File: src/rtl/fifo_dual_read_ctrl_pkg.sv
// fifo_ctrl_pkg: shared definitions for the dual-read FIFO controller.
//   - state_t        : frame FSM encoding (IDLE, RUN, DRAIN, DONE)
//   - *_DEF          : default FIFO geometry and frame-length width
//   - STATS_W        : width of the optional stall counters (FIFO_CTRL_STATS_EN)
//   - sat_inc        : saturating increment for the stall counters
package fifo_ctrl_pkg;
   localparam int BUFFER_WIDTH_DEF = 4;
   localparam int BUFFER_SIZE_DEF  = 16;
   localparam int LEN_WIDTH_DEF    = 16;
   localparam int STATS_W          = 32;

   typedef enum logic [1:0] {
      IDLE  = 2'd0,
      RUN   = 2'd1,
      DRAIN = 2'd2,
      DONE  = 2'd3
   } state_t;

   function automatic logic [STATS_W-1:0] sat_inc(input logic [STATS_W-1:0] v);
      return (&v) ? v : v + STATS_W'(1);
   endfunction
endpackage

File: src/rtl/fifo_dual_read_ctrl_if.sv
// fifo_dual_read_ctrl_if: the three valid/ready streams around the controller.
//   in_valid/in_ready     : upstream producer -> FIFO
//   outp_valid/outp_ready : FIFO DataOut1 -> port P consumer
//   outm_valid/outm_ready : FIFO DataOut2 -> port M consumer
// master = controller side, slave = producer/consumer side.
interface fifo_dual_read_ctrl_if;
   logic in_valid;
   logic in_ready;
   logic outp_valid;
   logic outp_ready;
   logic outm_valid;
   logic outm_ready;

   modport master (
      input  in_valid, outp_ready, outm_ready,
      output in_ready, outp_valid, outm_valid
   );

   modport slave (
      output in_valid, outp_ready, outm_ready,
      input  in_ready, outp_valid, outm_valid
   );
endinterface

File: src/rtl/fifo_dual_read_ctrl_occ_counter.sv
// occ_counter: W-bit up/down occupancy counter for one FIFO read pointer.
//   clk, aclr (async, active-low), clear (sync), inc (push), dec (pop), count.
// inc and dec together leave the count unchanged.
module occ_counter #(
   parameter int W = 5
) (
   input  logic         clk,
   input  logic         aclr,
   input  logic         clear,
   input  logic         inc,
   input  logic         dec,
   output logic [W-1:0] count
);
   always_ff @(posedge clk or negedge aclr) begin
      if (!aclr)              count <= '0;
      else if (clear)         count <= '0;
      else if (inc && !dec)   count <= count + W'(1);
      else if (dec && !inc)   count <= count - W'(1);
   end
endmodule

File: src/rtl/fifo_dual_read_ctrl.sv
// fifo_dual_read_ctrl: frame controller for the dual-read-pointer FIFO.
// Generates Push/Pop1/Pop2 from one upstream and two downstream handshakes,
// keeps per-reader occupancy so no slot is overwritten before both readers
// consumed it, and sequences one cfg_len-word frame per start.
// Ports:
//   clk, aclr (async, active-low; shared with the FIFO)
//   start, cfg_len   : frame command, cfg_len sampled on accepted start
//   busy, done       : frame in progress / one-cycle completion pulse
//   hs (master)      : in/outp/outm valid-ready streams
//   Push, Pop1, Pop2 : FIFO strobes
//   stall_in_cnt, stall_p_cnt, stall_m_cnt : only with FIFO_CTRL_STATS_EN
module fifo_dual_read_ctrl
   import fifo_ctrl_pkg::*;
#(
   parameter int BufferWidth = BUFFER_WIDTH_DEF,
   parameter int BufferSize  = BUFFER_SIZE_DEF,
   parameter int LenWidth    = LEN_WIDTH_DEF
) (
   input  logic                  clk,
   input  logic                  aclr,
   input  logic                  start,
   input  logic [LenWidth-1:0]   cfg_len,
   output logic                  busy,
   output logic                  done,
   fifo_dual_read_ctrl_if.master hs,
   output logic                  Push,
   output logic                  Pop1,
   output logic                  Pop2
`ifdef FIFO_CTRL_STATS_EN
   ,
   output logic [STATS_W-1:0]    stall_in_cnt,
   output logic [STATS_W-1:0]    stall_p_cnt,
   output logic [STATS_W-1:0]    stall_m_cnt
`endif
);
   localparam int            OW   = BufferWidth + 1;
   localparam logic [OW-1:0] FULL = OW'(BufferSize);

   state_t              state, state_nxt;
   logic [LenWidth-1:0] len_q, push_cnt, popp_cnt, popm_cnt;
   logic [LenWidth-1:0] push_nxt, popp_nxt, popm_nxt;
   logic [OW-1:0]       occ_p, occ_m, occ;
   logic                start_acc, active;
   logic                in_rdy, p_vld, m_vld;

   assign start_acc = start && (state == IDLE);
   assign active    = (state == RUN) || (state == DRAIN);
   // Slot reuse is gated by the slower reader.
   assign occ       = (occ_p > occ_m) ? occ_p : occ_m;
   // Post-edge counts let the FSM leave RUN/DRAIN on the same edge as the
   // final push/pop, so done lands exactly one cycle after the last pop.
   assign push_nxt  = push_cnt + LenWidth'(Push);
   assign popp_nxt  = popp_cnt + LenWidth'(Pop1);
   assign popm_nxt  = popm_cnt + LenWidth'(Pop2);

   // ---- FSM: state register
   always_ff @(posedge clk or negedge aclr) begin
      if (!aclr) state <= IDLE;
      else       state <= state_nxt;
   end

   // ---- FSM: next state
   always_comb begin
      state_nxt = state;
      case (state)
         IDLE:    if (start) state_nxt = (cfg_len != '0) ? RUN : DONE;
         RUN:     if (push_nxt == len_q) state_nxt = DRAIN;
         DRAIN:   if ((popp_nxt == len_q) && (popm_nxt == len_q)) state_nxt = DONE;
         DONE:    state_nxt = IDLE;
         default: state_nxt = IDLE;
      endcase
   end

   // ---- FSM: outputs. in_ready depends on registered state only, so no
   // combinational path exists from the downstream readys to it.
   always_comb begin
      in_rdy = (state == RUN) && (occ < FULL);
      p_vld  = active && (occ_p != '0) && (popp_cnt < len_q);
      m_vld  = active && (occ_m != '0) && (popm_cnt < len_q);
      busy   = active;
      done   = (state == DONE);
      Push   = hs.in_valid && in_rdy;
      Pop1   = p_vld && hs.outp_ready;
      Pop2   = m_vld && hs.outm_ready;
   end

   assign hs.in_ready   = in_rdy;
   assign hs.outp_valid = p_vld;
   assign hs.outm_valid = m_vld;

   // ---- frame counters
   always_ff @(posedge clk or negedge aclr) begin
      if (!aclr) begin
         len_q    <= '0;
         push_cnt <= '0;
         popp_cnt <= '0;
         popm_cnt <= '0;
      end else if (start_acc) begin
         len_q    <= cfg_len;
         push_cnt <= '0;
         popp_cnt <= '0;
         popm_cnt <= '0;
      end else begin
         push_cnt <= push_nxt;
         popp_cnt <= popp_nxt;
         popm_cnt <= popm_nxt;
      end
   end

   // Occupancies are already zero between frames; the start clear only
   // re-anchors them in case a frame was abandoned by an upstream reset.
   occ_counter #(.W(OW)) u_occ_p (
      .clk(clk), .aclr(aclr), .clear(start_acc), .inc(Push), .dec(Pop1), .count(occ_p)
   );
   occ_counter #(.W(OW)) u_occ_m (
      .clk(clk), .aclr(aclr), .clear(start_acc), .inc(Push), .dec(Pop2), .count(occ_m)
   );

`ifdef FIFO_CTRL_STATS_EN
   always_ff @(posedge clk or negedge aclr) begin
      if (!aclr) begin
         stall_in_cnt <= '0;
         stall_p_cnt  <= '0;
         stall_m_cnt  <= '0;
      end else if (start_acc) begin
         stall_in_cnt <= '0;
         stall_p_cnt  <= '0;
         stall_m_cnt  <= '0;
      end else begin
         if ((state == RUN) && hs.in_valid && !in_rdy) stall_in_cnt <= sat_inc(stall_in_cnt);
         if (p_vld && !hs.outp_ready)                   stall_p_cnt  <= sat_inc(stall_p_cnt);
         if (m_vld && !hs.outm_ready)                   stall_m_cnt  <= sat_inc(stall_m_cnt);
      end
   end
`endif
endmodule

File: src/flat_wrapper.sv
// flat-port wrapper written by rule: the top's interface ports become plain ports
module fifo_dual_read_ctrl_flat import fifo_ctrl_pkg::*;
#(
   parameter int BufferWidth = BUFFER_WIDTH_DEF,
   parameter int BufferSize  = BUFFER_SIZE_DEF,
   parameter int LenWidth    = LEN_WIDTH_DEF
)
  (clk, aclr, start, cfg_len, busy, done, Push, Pop1, Pop2, hs_in_valid, hs_outp_ready, hs_outm_ready, hs_in_ready, hs_outp_valid, hs_outm_valid);
  fifo_dual_read_ctrl_if hs_i ();
  input  logic clk;
  input  logic aclr;
  input  logic start;
  input  logic [LenWidth-1:0] cfg_len;
  output logic busy;
  output logic done;
  output logic Push;
  output logic Pop1;
  output logic Pop2;
  input wire logic [$bits(hs_i.in_valid)-1:0] hs_in_valid;
  input wire logic [$bits(hs_i.outp_ready)-1:0] hs_outp_ready;
  input wire logic [$bits(hs_i.outm_ready)-1:0] hs_outm_ready;
  output wire logic [$bits(hs_i.in_ready)-1:0] hs_in_ready;
  output wire logic [$bits(hs_i.outp_valid)-1:0] hs_outp_valid;
  output wire logic [$bits(hs_i.outm_valid)-1:0] hs_outm_valid;
  assign hs_i.in_valid = hs_in_valid;
  assign hs_i.outp_ready = hs_outp_ready;
  assign hs_i.outm_ready = hs_outm_ready;
  assign hs_in_ready = hs_i.in_ready;
  assign hs_outp_valid = hs_i.outp_valid;
  assign hs_outm_valid = hs_i.outm_valid;
  fifo_dual_read_ctrl #(.BufferWidth(BufferWidth), .BufferSize(BufferSize), .LenWidth(LenWidth)) u_core (.clk(clk), .aclr(aclr), .start(start), .cfg_len(cfg_len), .busy(busy), .done(done), .hs(hs_i), .Push(Push), .Pop1(Pop1), .Pop2(Pop2));
endmodule
File: config.mk
export PLATFORM = sky130hd
export DESIGN_NAME = fifo_dual_read_ctrl_flat
export DESIGN_NICKNAME = d
export VERILOG_FILES = /design/src/rtl/fifo_dual_read_ctrl_pkg.sv /design/src/rtl/fifo_dual_read_ctrl_if.sv /design/src/rtl/fifo_dual_read_ctrl_occ_counter.sv /design/src/rtl/fifo_dual_read_ctrl.sv /design/src/flat_wrapper.sv
export SDC_FILE = /design/constraint.sdc
export NUM_CORES = 1
export LEC_CHECK = 0
export CAP_MARGIN = 20
export CORE_ASPECT_RATIO = 1.2
export CORE_MARGIN = 5
export CORE_UTILIZATION = 45
export CTS_CLUSTER_DIAMETER = 80
export DETAILED_ROUTE_END_ITERATION = 7
export PLACE_DENSITY = 0.74
export SLEW_MARGIN = 20
export SYNTH_ARGS = -nofsm -noshare
export SYNTH_HDL_FRONTEND = slang
export SYNTH_SLANG_ARGS = --single-unit
File: constraint.sdc
create_clock -name clk -period 4.5 [get_ports clk]
set_clock_uncertainty 0.15 [all_clocks]
set_input_delay 0.675 -clock clk [delete_from_list [all_inputs] [get_ports clk]]
set_output_delay 0.675 -clock clk [all_outputs]
set_load 0.1 [all_outputs]
# --- Word-level counts from Yosys, hierarchy flattened ---
# Cells that the tools add are included.
word_totals:
  output_inout_bits: 8
  regBits: 76
  inputBits: 22
classes:
  eq_ne: 9
  n_lt_le_gt_ge: 4
  muxes: 15
  n_reduce_logical: 25
  add_sub_neg: 7
op_table:
  columns: ["cell", "n"]
  rows:
  - ["16-bit by 1-bit adder with 16-bit output", 3]
  - ["16-bit equality test", 3]
  - ["16-bit two-way mux", 3]
  - ["5-bit two-way mux", 7]
  - ["16-bit less-than comparator", 2]
  - ["16-bit nonzero test", 1]
  - ["1-bit logical AND", 14]
  - ["5-bit by 1-bit adder with 5-bit output, second input constant", 2]
  - ["5-bit nonzero test", 2]
  - ["5-bit by 1-bit subtractor with 5-bit output, second input constant", 2]
  - ["2-bit two-way mux", 4]
  - ["2-bit case mux with 4 select lines", 1]
  - ["3-bit nonzero test", 2]
  - ["5-bit greater-than comparator", 1]
  - ["5-bit less-than comparator, second input constant", 1]
  - ["2-bit equality test, second input constant", 2]
  - ["2-bit inequality test, second input constant", 2]
  - ["1-bit logical NOT", 3]
  - ["3-bit AND reduction", 1]
  - ["2-bit by 1-bit equality test with 1-bit output, second input constant", 1]
  - ["2-bit logical NOT", 1]
  - ["2-bit by 1-bit inequality test with 1-bit output, second input constant", 1]
  - ["1-bit logical OR", 1]

# --- Depth between registers and ports, before layout ---
# Gate-level depths: netlist (run 1).
depth:
  depth_word: 10
  depth_mapped: 20

# --- By module ---
# A second synthesis (run 1) with hierarchy kept.
unflattened:
  hier_cells: 623
  area_unflattened_um2: 5540.3
modules_own_cells:
  columns: ["mod", "n_inst", "area_each_um2", "cells_each"]
  rows:
  - ["fifo_dual_read_ctrl", 1, 4724.5, 539]
  - ["occ_counter", 2, 407.9, 42]

# --- Worst setup path before layout (run 1) ---
# No wires, ideal clock.
synth_path:
  kind: "flip-flop to flip-flop"
  startpoint: "register u_core.state[0]"
  endpoint: "register u_core.state[0]"
  arrival_ns: 5.570
  slack_ns: -1.307
  t_required_ns: 4.263
  path_stages_with_launch: 16
  cell_sequence: "dfrtp_1 -> inv_1 -> ha_1 -> and4b_1 -> nand2_1 -> a21oi_1 -> ha_1 -> nand4_1 -> clkbuf_1 -> nor2_1 -> xnor2_1 -> a2111oi_0 -> o2111ai_1 -> o41ai_1 -> nand2_1 -> a22oi_1"
synth_between:
  elab_chain_cells: 10
  word_cells_on_any_way: 25
synth_rtl:
  columns: ["item", "line", "text"]
  rows:
  - ["from (decl)", "fifo_dual_read_ctrl.sv:39", "state_t state, state_nxt;"]
  - ["from (signal assigned)", "fifo_dual_read_ctrl.sv:59", "else state <= state_nxt;"]
  - ["2-bit by 1-bit equality test with 1-bit output / 2-bit equality test (equally long branches)", "fifo_dual_read_ctrl.sv:47", "assign active = (state == RUN) || (state == DRAIN);"]
  - ["1-bit logical OR (*)", "fifo_dual_read_ctrl.sv:47", null]
  - ["via busy", "flat_wrapper.sv:14", "output logic busy;"]
  - ["1-bit logical AND (*) (2 in series)", "fifo_dual_read_ctrl.sv:79", "m_vld = active && (occ_m != '0) && (popm_cnt < len_q);"]
  - ["1-bit logical AND (*)", "fifo_dual_read_ctrl.sv:84", "Pop2 = m_vld && hs.outm_ready;"]
  - ["via Pop2", "flat_wrapper.sv:18", "output logic Pop2;"]
  - ["16-bit by 1-bit adder with 16-bit output (*)", "fifo_dual_read_ctrl.sv:54", "assign popm_nxt = popm_cnt + LenWidth'(Pop2);"]
  - ["16-bit equality test (*)", "fifo_dual_read_ctrl.sv:68", "DRAIN: if ((popp_nxt == len_q) && (popm_nxt == len_q)) state_nxt = DONE;"]
  - ["1-bit logical AND (*)", "fifo_dual_read_ctrl.sv:68", null]
  - ["2-bit inequality test (no line) (*)", null, null]
  - ["3-bit AND reduction (no line) (*)", null, null]
# The timed path passes the listed nets; every way through them passes the cells marked *.
# A chain may end at the register's enable or synchronous reset.

# --- Worst setup path in the final report (run 1) ---
layout_path:
  startpoint: "register u_core.len_q[1]"
  endpoint: "register u_core.state[0]"
layout_between:
  elab_chain_cells: 8
  word_cells_on_any_way: 15
layout_rtl:
  columns: ["item", "line", "text"]
  rows:
  - ["from (decl)", "fifo_dual_read_ctrl.sv:40", "logic [LenWidth-1:0] len_q, push_cnt, popp_cnt, popm_cnt;"]
  - ["from (signal assigned)", "fifo_dual_read_ctrl.sv:99", "len_q <= cfg_len;"]
  - ["16-bit less-than comparator (on tied branches)", "fifo_dual_read_ctrl.sv:78, fifo_dual_read_ctrl.sv:79", null]
  - ["1-bit logical AND (on tied branches)", "fifo_dual_read_ctrl.sv:78, fifo_dual_read_ctrl.sv:79", null]
  - ["1-bit logical AND (on tied branches)", "fifo_dual_read_ctrl.sv:83, fifo_dual_read_ctrl.sv:84", null]
  - ["16-bit by 1-bit adder with 16-bit output (on tied branches)", "fifo_dual_read_ctrl.sv:53, fifo_dual_read_ctrl.sv:54", null]
  - ["16-bit equality test", "fifo_dual_read_ctrl.sv:68", null]
  - ["1-bit logical AND", "fifo_dual_read_ctrl.sv:68", null]
  - ["2-bit inequality test (no line)", null, null]
  - ["3-bit AND reduction (no line) (*)", null, null]
# Mark *: on every way between the ends. The rest lies on a longest branch, timed or not.

==> impl_metrics.csv, run 1 <==
group,metric,value,unit
critical_path,worstSetupStartpointType,"flop",
routing,antenna_left,0,
run_status,status,"complete, but fails checks",
final_layout,final_cells,843,
yosys,seq_area_frac_synth,0.340,
place,post-place-ws,-0.227,ns
yosys,synthTopCellsByCount,"dfrtp_1 (76), nor2_1 (71), ha_1 (53), inv_1 (40), nand2_1 (40)",
critical_path,criticalPathCategory,"flop to flop",
yosys,ys_ff_latch,76,
global_route,gr-usage-met2,0.362,
routing,vias_per_cell,5.95,
routing,drt-total-wl,15800,um
global_route,antenna_found_initial,0,
clock_tree,clk_pin_slew,0.06,ns
yosys,synth_edf_count,0,
final_layout,fin_area,6650,um^2
global_route,grt_pass1_vias,5044,
global_route,grt_start_max_net_pins,77,
routing,drt-initial-drc-count,441,
power_and_ir_drop,p_per_area,638,nW/um^2
yosys,synthCells,629,
place,port_buffers,29,
yosys,synth_warnings,0,
yosys,async_reset_ff_frac,1.00,
die,floorplan.rows,44,
final_layout,fillers,1096,
clock_tree,cts_root_buf,"clkbuf_16",
critical_path,path_max_fanout,3,
final_layout,syn2layout_area_growth,18.9,%
yosys,yosysUniqueCellTypes,60,
power_and_ir_drop,total_power,4240,uW
critical_path,crit_start,"u_core.len_q[1]$_DFFE_PN0P_",
critical_path,cp.arrival,4.61,ns
yosys,synth_area,5590,um^2
place,routabilityCongestion,0.958,
critical_path,end_kind,"flop",
yosys,synth_area_leaders,"dfrtp_1 (34%), ha_1 (12%), xnor2_1 (6.0%), nor2_1 (4.8%), o21ai_0 (3.0%)",
global_route,met3_usage,0.0340,
clock_tree,worstSkewPairLatency,0.34,ns
sta,fin_ws,-0.00470,ns
routing,num_vias,5016,
global_route,grt_pass1_wl,25800,um
critical_path,cp.required,4.60,ns
sta,rsz0062_at_grt,"true",
clock_tree,htreeDepth,3,
die,dieArea,14800,um^2
place,dpl_cell_area,6200,um^2
min_path,hold_path.class,"primary input to async pin",
sta,maxSlewHeadroom,0.347,
critical_path,timing.rr.end,"u_core.state[0]$_DFFE_PN0P_",
critical_path,crit_path_end,"u_core.state[0]$_DFFE_PN0P_",
critical_path,r2r_start,"u_core.len_q[1]$_DFFE_PN0P_",
clock_tree,cts_num_sinks,76,
clock_tree,cts_tree,"built",
die,initial_core_util,0.459,
final_layout,layout-drive-gt1-share,0.126,
clock_tree,cts_buffers,9,
sta,tightest_slew,0.977,ns
power_and_ir_drop,p_leak,0.00295,uW
die,die_height,132,um
yosys,synth_area_per_cell,8.88,um^2
routing,wl_per_cell,18.7,um
job,cap_violations,0,
power_and_ir_drop,vdd_drop_max,0.000639,V
sta,fin_crit_sh,1.00,
sta,hold_viol_final,0,
die,die_x,112,um
global_route,top_usage_layer,"met2",
place,place_hpwl,11800,um
die,core_area,12200,um^2
sta,fmax,222,MHz
global_route,grt_util_met1,0.276,
yosys,yosysTopAreaCell,"dfrtp_1",
critical_path,reg2reg_depth,18,
clock_tree,clock_path_buffers,2,
yosys,syn-num-nets,706,
global_route,overflow,0,
critical_path,r2r_slack,-0.005,ns
yosys,synth.top_cell.area_share,0.340,
routing,route.detailed.drc,0,
place,placed_cells,822,
yosys,synth_ff_type,"dfrtp_1",
sta,final-setup-viol-count,1,
global_route,track_usage,0.217,
run_status,violations,"setup timing",
die,pin_count,30,
sta,period_needed,4.50,ns
final_layout,n_antenna_cell,0,
routing,first_pass_iters,7,
yosys,synth_most_common_cell,"dfrtp_1",
sta,hold_ws,0.204,ns
sta,report.final.slew_viol_count,0,
final_layout,num-nets-final,754,
-- where the power goes --
part | internal (uW) | total, uW | switching (uW)
clock network | 498 | 792 | 294
registers | 847 | 1050 | 202
logic | 929 | 2400 | 1470
total | 2270 | 4240 | 1970
-- through the flow --
| stage | utilization | setup TNS, ns |
|---|---|---|
| after global placement | 0.509 | -0.312 |
| after floorplan | - | -0.235 |
| after detailed placement | 0.509 | -0.410 |
| final | 0.546 | -0.00470 |
| after global routing | 0.546 | -0.304 |
| after CTS | 0.541 | -0.0319 |
-- layer usage --
layer  vias up  wire, um  share of wire
met4         0       592          0.037
met1      2423      6680           0.42
met2       198      7690           0.49
li1       2354         -              -
met5         -         0              0
met3        41       845          0.053
-- timing repair --
item | 4_1_cts | 5_1_grt
endpoints found under the setup margin | 2 | 2
pin swaps | 9 | 3
gates resized for setup | 7 | 14
buffers inserted | 5 | 0
hold buffers | 0 | 0
-- worst min path at each step --
stage,to,slack (ns),cells after the start
detailed placement,u_core.u_occ_m.count[3]$_DFFE_PN0P_,0.42,2
global placement,u_core.u_occ_m.count[3]$_DFFE_PN0P_,0.39,2
CTS,u_core.u_occ_m.count[2]$_DFFE_PN0P_,0.38,1
floorplan,u_core.len_q[0]$_DFFE_PN0P_,0.23,0
finish,u_core.u_occ_m.count[0]$_DFFE_PN0P_,0.20,1
global route,u_core.u_occ_p.count[2]$_DFFE_PN0P_,0.27,1
-- state kept, by name (all words and copies together), names as in the netlist --
name,cells
u_core.u_occ_p.count,5
u_core.popp_cnt,16
u_core.len_q,16
u_core.push_cnt,16
u_core.u_occ_m.count,5
u_core.state,2
u_core.popm_cnt,16
-- cell usage in the layout (no fill, tap or decap), types with 3 or more instances in the layout --
master	synthesis	layout
clkdlybuf4s50_1	0	22
nand2_1	40	38
mux2i_1	6	6
nand2b_1	7	7
and2_1	4	3
a21oi_1	29	26
dfrtp_1	76	75
a21o_1	20	20
ha_4	0	4
clkbuf_16	0	9
o22ai_1	4	4
a221o_1	3	3
clkinv_2	0	3
ha_1	53	48
and4_1	6	6
a21boi_0	5	4
nor3_1	19	19
a221oi_1	3	3
o2111ai_1	5	4
buf_4	0	37
nand4_1	17	17
mux2_2	3	3
nor4_2	0	3
nand3_1	22	22
inv_1	40	38
o211ai_1	4	4
nor4_1	18	15
o21ai_0	33	31
nor2b_1	11	11
or3_1	11	10
and3_1	5	4
and4b_1	3	3
xor2_1	15	15
xnor2_1	38	38
nor2_1	71	71
-- critical path, stage by stage (launching register included) --
cell       delay [ns]
dfrtp_1          0.39
inv_2            0.10
ha_4             0.20
a21o_1           0.15
a21o_1           0.16
a21o_1           0.16
a21o_1           0.16
a21oi_2          0.11
o211ai_1         0.20
a21oi_4          0.33
ha_4             0.26
or3_1            0.36
a32oi_1          0.19
o21ai_0          0.15
a2111oi_2        0.43
o2111ai_1        0.19
o41ai_2          0.41
nand2_2          0.11
a22oi_1          0.20
-- cell families (layout without fill, tap and decap cells) --
family	count (synthesis)	count (layout)	synth area share
xor+xnor	54	54	0.0871
mux	9	9	0.0168
fa+ha+maj	55	55	0.126
simple gates	244	244	0.228
flops	76	76	0.340
buf+inv	64	117	0.0519
compound gates	127	127	0.150
-- cell type report --
type	instances	area, um^2	area share
multi-input cells	489	3550	0.535
flip-flops and latches	76	1900	0.286
repair buffers	61	520	0.0783
clock buffers	11	243	0.0365
well taps	161	201	0.0303
inverters	40	150	0.0226
clock inverters	5	75.1	0.0113
Note: power is estimated with default switching activity, not from simulation.
==> run 2, diff against run 1 <==
--- a/config.mk
+++ b/config.mk
@@ -11,6 +11,7 @@
 export CORE_UTILIZATION = 45
 export CTS_CLUSTER_DIAMETER = 80
 export DETAILED_ROUTE_END_ITERATION = 7
+export MAX_ROUTING_LAYER = met4
 export PLACE_DENSITY = 0.74
 export SLEW_MARGIN = 20
 export SYNTH_ARGS = -nofsm -noshare
==> impl_metrics.csv, run 2 (synthesized netlist as in run 1, its figures left out) <==
group,metric,value,unit
die,core_area,12200,um^2
sta,maxSlewHeadroom,0.345,
critical_path,slowest_stage,"dfrtp_1",
routing,wl_per_cell,18.3,um
clock_tree,cts_hold_buffers,0,
final_layout,final_cells,850,
critical_path,criticalPathCategory,"flop to flop",
job,cap_violations,0,
critical_path,cp.required,4.60,ns
die,die_x,112,um
global_route,antenna_found_initial,0,
final_layout,num-nets-final,762,
die,dieArea,14800,um^2
final_layout,syn2layout_area_growth,20.6,%
global_route,overflow,0,
sta,rsz0062_at_grt,"true",
routing,num_vias,5051,
sta,fin_crit_sh,1.01,
final_layout,n_antenna_cell,0,
place,port_buffers,29,
critical_path,end_kind,"flop",
clock_tree,htreeDepth,3,
clock_tree,cts_num_sinks,76,
critical_path,cp_common_cell,"a21o_1",
routing,drt-initial-drc-count,469,
place,place_hpwl,11500,um
sta,final-setup-viol-count,2,
sta,tightest_slew,0.979,ns
critical_path,path_max_fanout,5,
sta,fmax,219,MHz
run_status,status,"complete, but fails checks",
die,die_height,132,um
critical_path,cp.arrival,4.66,ns
routing,drt-total-wl,15500,um
power_and_ir_drop,p_per_area,647,nW/um^2
final_layout,final_common_cell,"dfrtp_1",
global_route,grt_pass1_wl,25400,um
final_layout,layout-drive-gt1-share,0.129,
routing,antenna_left,0,
routing,vias_per_cell,5.94,
clock_tree,clock_path_buffers,2,
power_and_ir_drop,p_leak,0.00301,uW
run_status,violations,"setup timing",
clock_tree,cts_buffers,9,
routing,first_pass_iters,7,
power_and_ir_drop,vdd_drop_max,0.000520,V
global_route,track_usage,0.217,
min_path,hold_path.class,"primary input to async pin",
clock_tree,clk_pin_slew,0.06,ns
global_route,grt_pass1_vias,4994,
critical_path,crit_path_max_incr_delay,0.39,ns
die,floorplan.rows,44,
sta,report.final.slew_viol_count,0,
place,dpl_cell_area,6200,um^2
routing,route.detailed.drc,0,
place,routabilityCongestion,0.985,
die,initial_core_util,0.459,
critical_path,worstPathCellList,"inv_2 -> ha_4 -> a21o_1 -> a21o_1 -> a21o_1 -> a21o_1 -> a21oi_2 -> o211ai_1 -> a21oi_4 -> ha_4 -> nand4_1 -> or3_4 -> a221o_1 -> a222oi_1 -> o2111ai_1 -> o41ai_2 -> nand2_1 -> a22oi_1",
final_layout,fin_area,6740,um^2
clock_tree,cts_tree,"built",
clock_tree,worstSkewPairLatency,0.34,ns
sta,hold_viol_final,0,
final_layout,layout_common_cells,"dfrtp_1 (75), nor2_1 (71), ha_1 (48), buf_4 (44), nand2_1 (40)",
place,placed_cells,823,
power_and_ir_drop,total_power,4360,uW
die,pin_count,30,
global_route,grt_start_max_net_pins,77,
place,post-place-ws,-0.265,ns
sta,fin_ws,-0.0615,ns
critical_path,worstSetupStartpointType,"flop",
sta,period_needed,4.56,ns
clock_tree,cts_root_buf,"clkbuf_16",
run 2: layout make-up:
cell class              count  area [um^2]
fillers                  1057         5430
inverters                  40          150
well taps                 161          201
clock buffers              11          253
multi-input cells         489         3520
clock inverters             4          120
flip-flops and latches     76         1900
repair buffers             69          594
run 2: power by group:
group          leakage [uW]  internal [uW]  total (uW)  switching [uW]
logic               0.00182            930        2400            1470
clock network      0.000182            626         918             292
registers           0.00101            847        1050             199
total               0.00301           2400        4360            1960
run 2: layer usage:
layer | share of wire | track usage | routed length (um) | vias to the layer above
li1 | - | - | - | 2372
met2 | 0.48 | 0.346 | 7420 | 198
met4 | 0.030 | 0.0791 | 463 | 0
met1 | 0.43 | 0.282 | 6730 | 2446
met3 | 0.059 | 0.0308 | 911 | 35
met5 | 0 | - | 0 | -
run 2: critical path: cells and delay by family, from the launching register on:
kind / cells / cell delay, ns
flip-flops: 1 / 0.39
AND/OR/NAND/NOR: 3 / 0.73
buffers and inverters: 1 / 0.12
adder cells (fa/ha/maj): 2 / 0.40
AO/OA/AOI/OAI: 12 / 2.68
run 2: final timing paths:
kind                                                           from                                   to  slack (ns)  cells after the start
worst max-delay path                    u_core.len_q[1]$_DFFE_PN0P_          u_core.state[0]$_DFFE_PN0P_       -0.06                     18
worst min-delay path                                           aclr  u_core.u_occ_m.count[0]$_DFFE_PN0P_        0.07                      1
worst max register to register          u_core.len_q[1]$_DFFE_PN0P_          u_core.state[0]$_DFFE_PN0P_       -0.06                     18
worst min register to register  u_core.u_occ_m.count[3]$_DFFE_PN0P_  u_core.u_occ_m.count[3]$_DFFE_PN0P_        0.44                      2
max in group asynchronous                                      aclr          u_core.len_q[2]$_DFFE_PN0P_        3.52                      2
min in group clk                u_core.u_occ_m.count[3]$_DFFE_PN0P_  u_core.u_occ_m.count[3]$_DFFE_PN0P_        0.44                      2
run 2: through the flow:
stage	util	hold slack [ns]	TNS [ns]
after global placement	0.510	0.394	-0.341
after detailed placement	0.510	0.421	-0.495
final	0.554	0.0654	-0.0991
after floorplan	-	0.229	-0.235
after CTS	0.548	0.392	-0.0380
after global routing	0.554	0.0871	-0.488
run 2: repair_timing:
item | CTS | global route
endpoints found under the setup margin | 2 | 2
cloned | 1 | 0
setup buffers | 6 | 4
resized for setup | 9 | 5
pin swaps | 10 | 8
endpoints found under the hold margin | 0 | 0
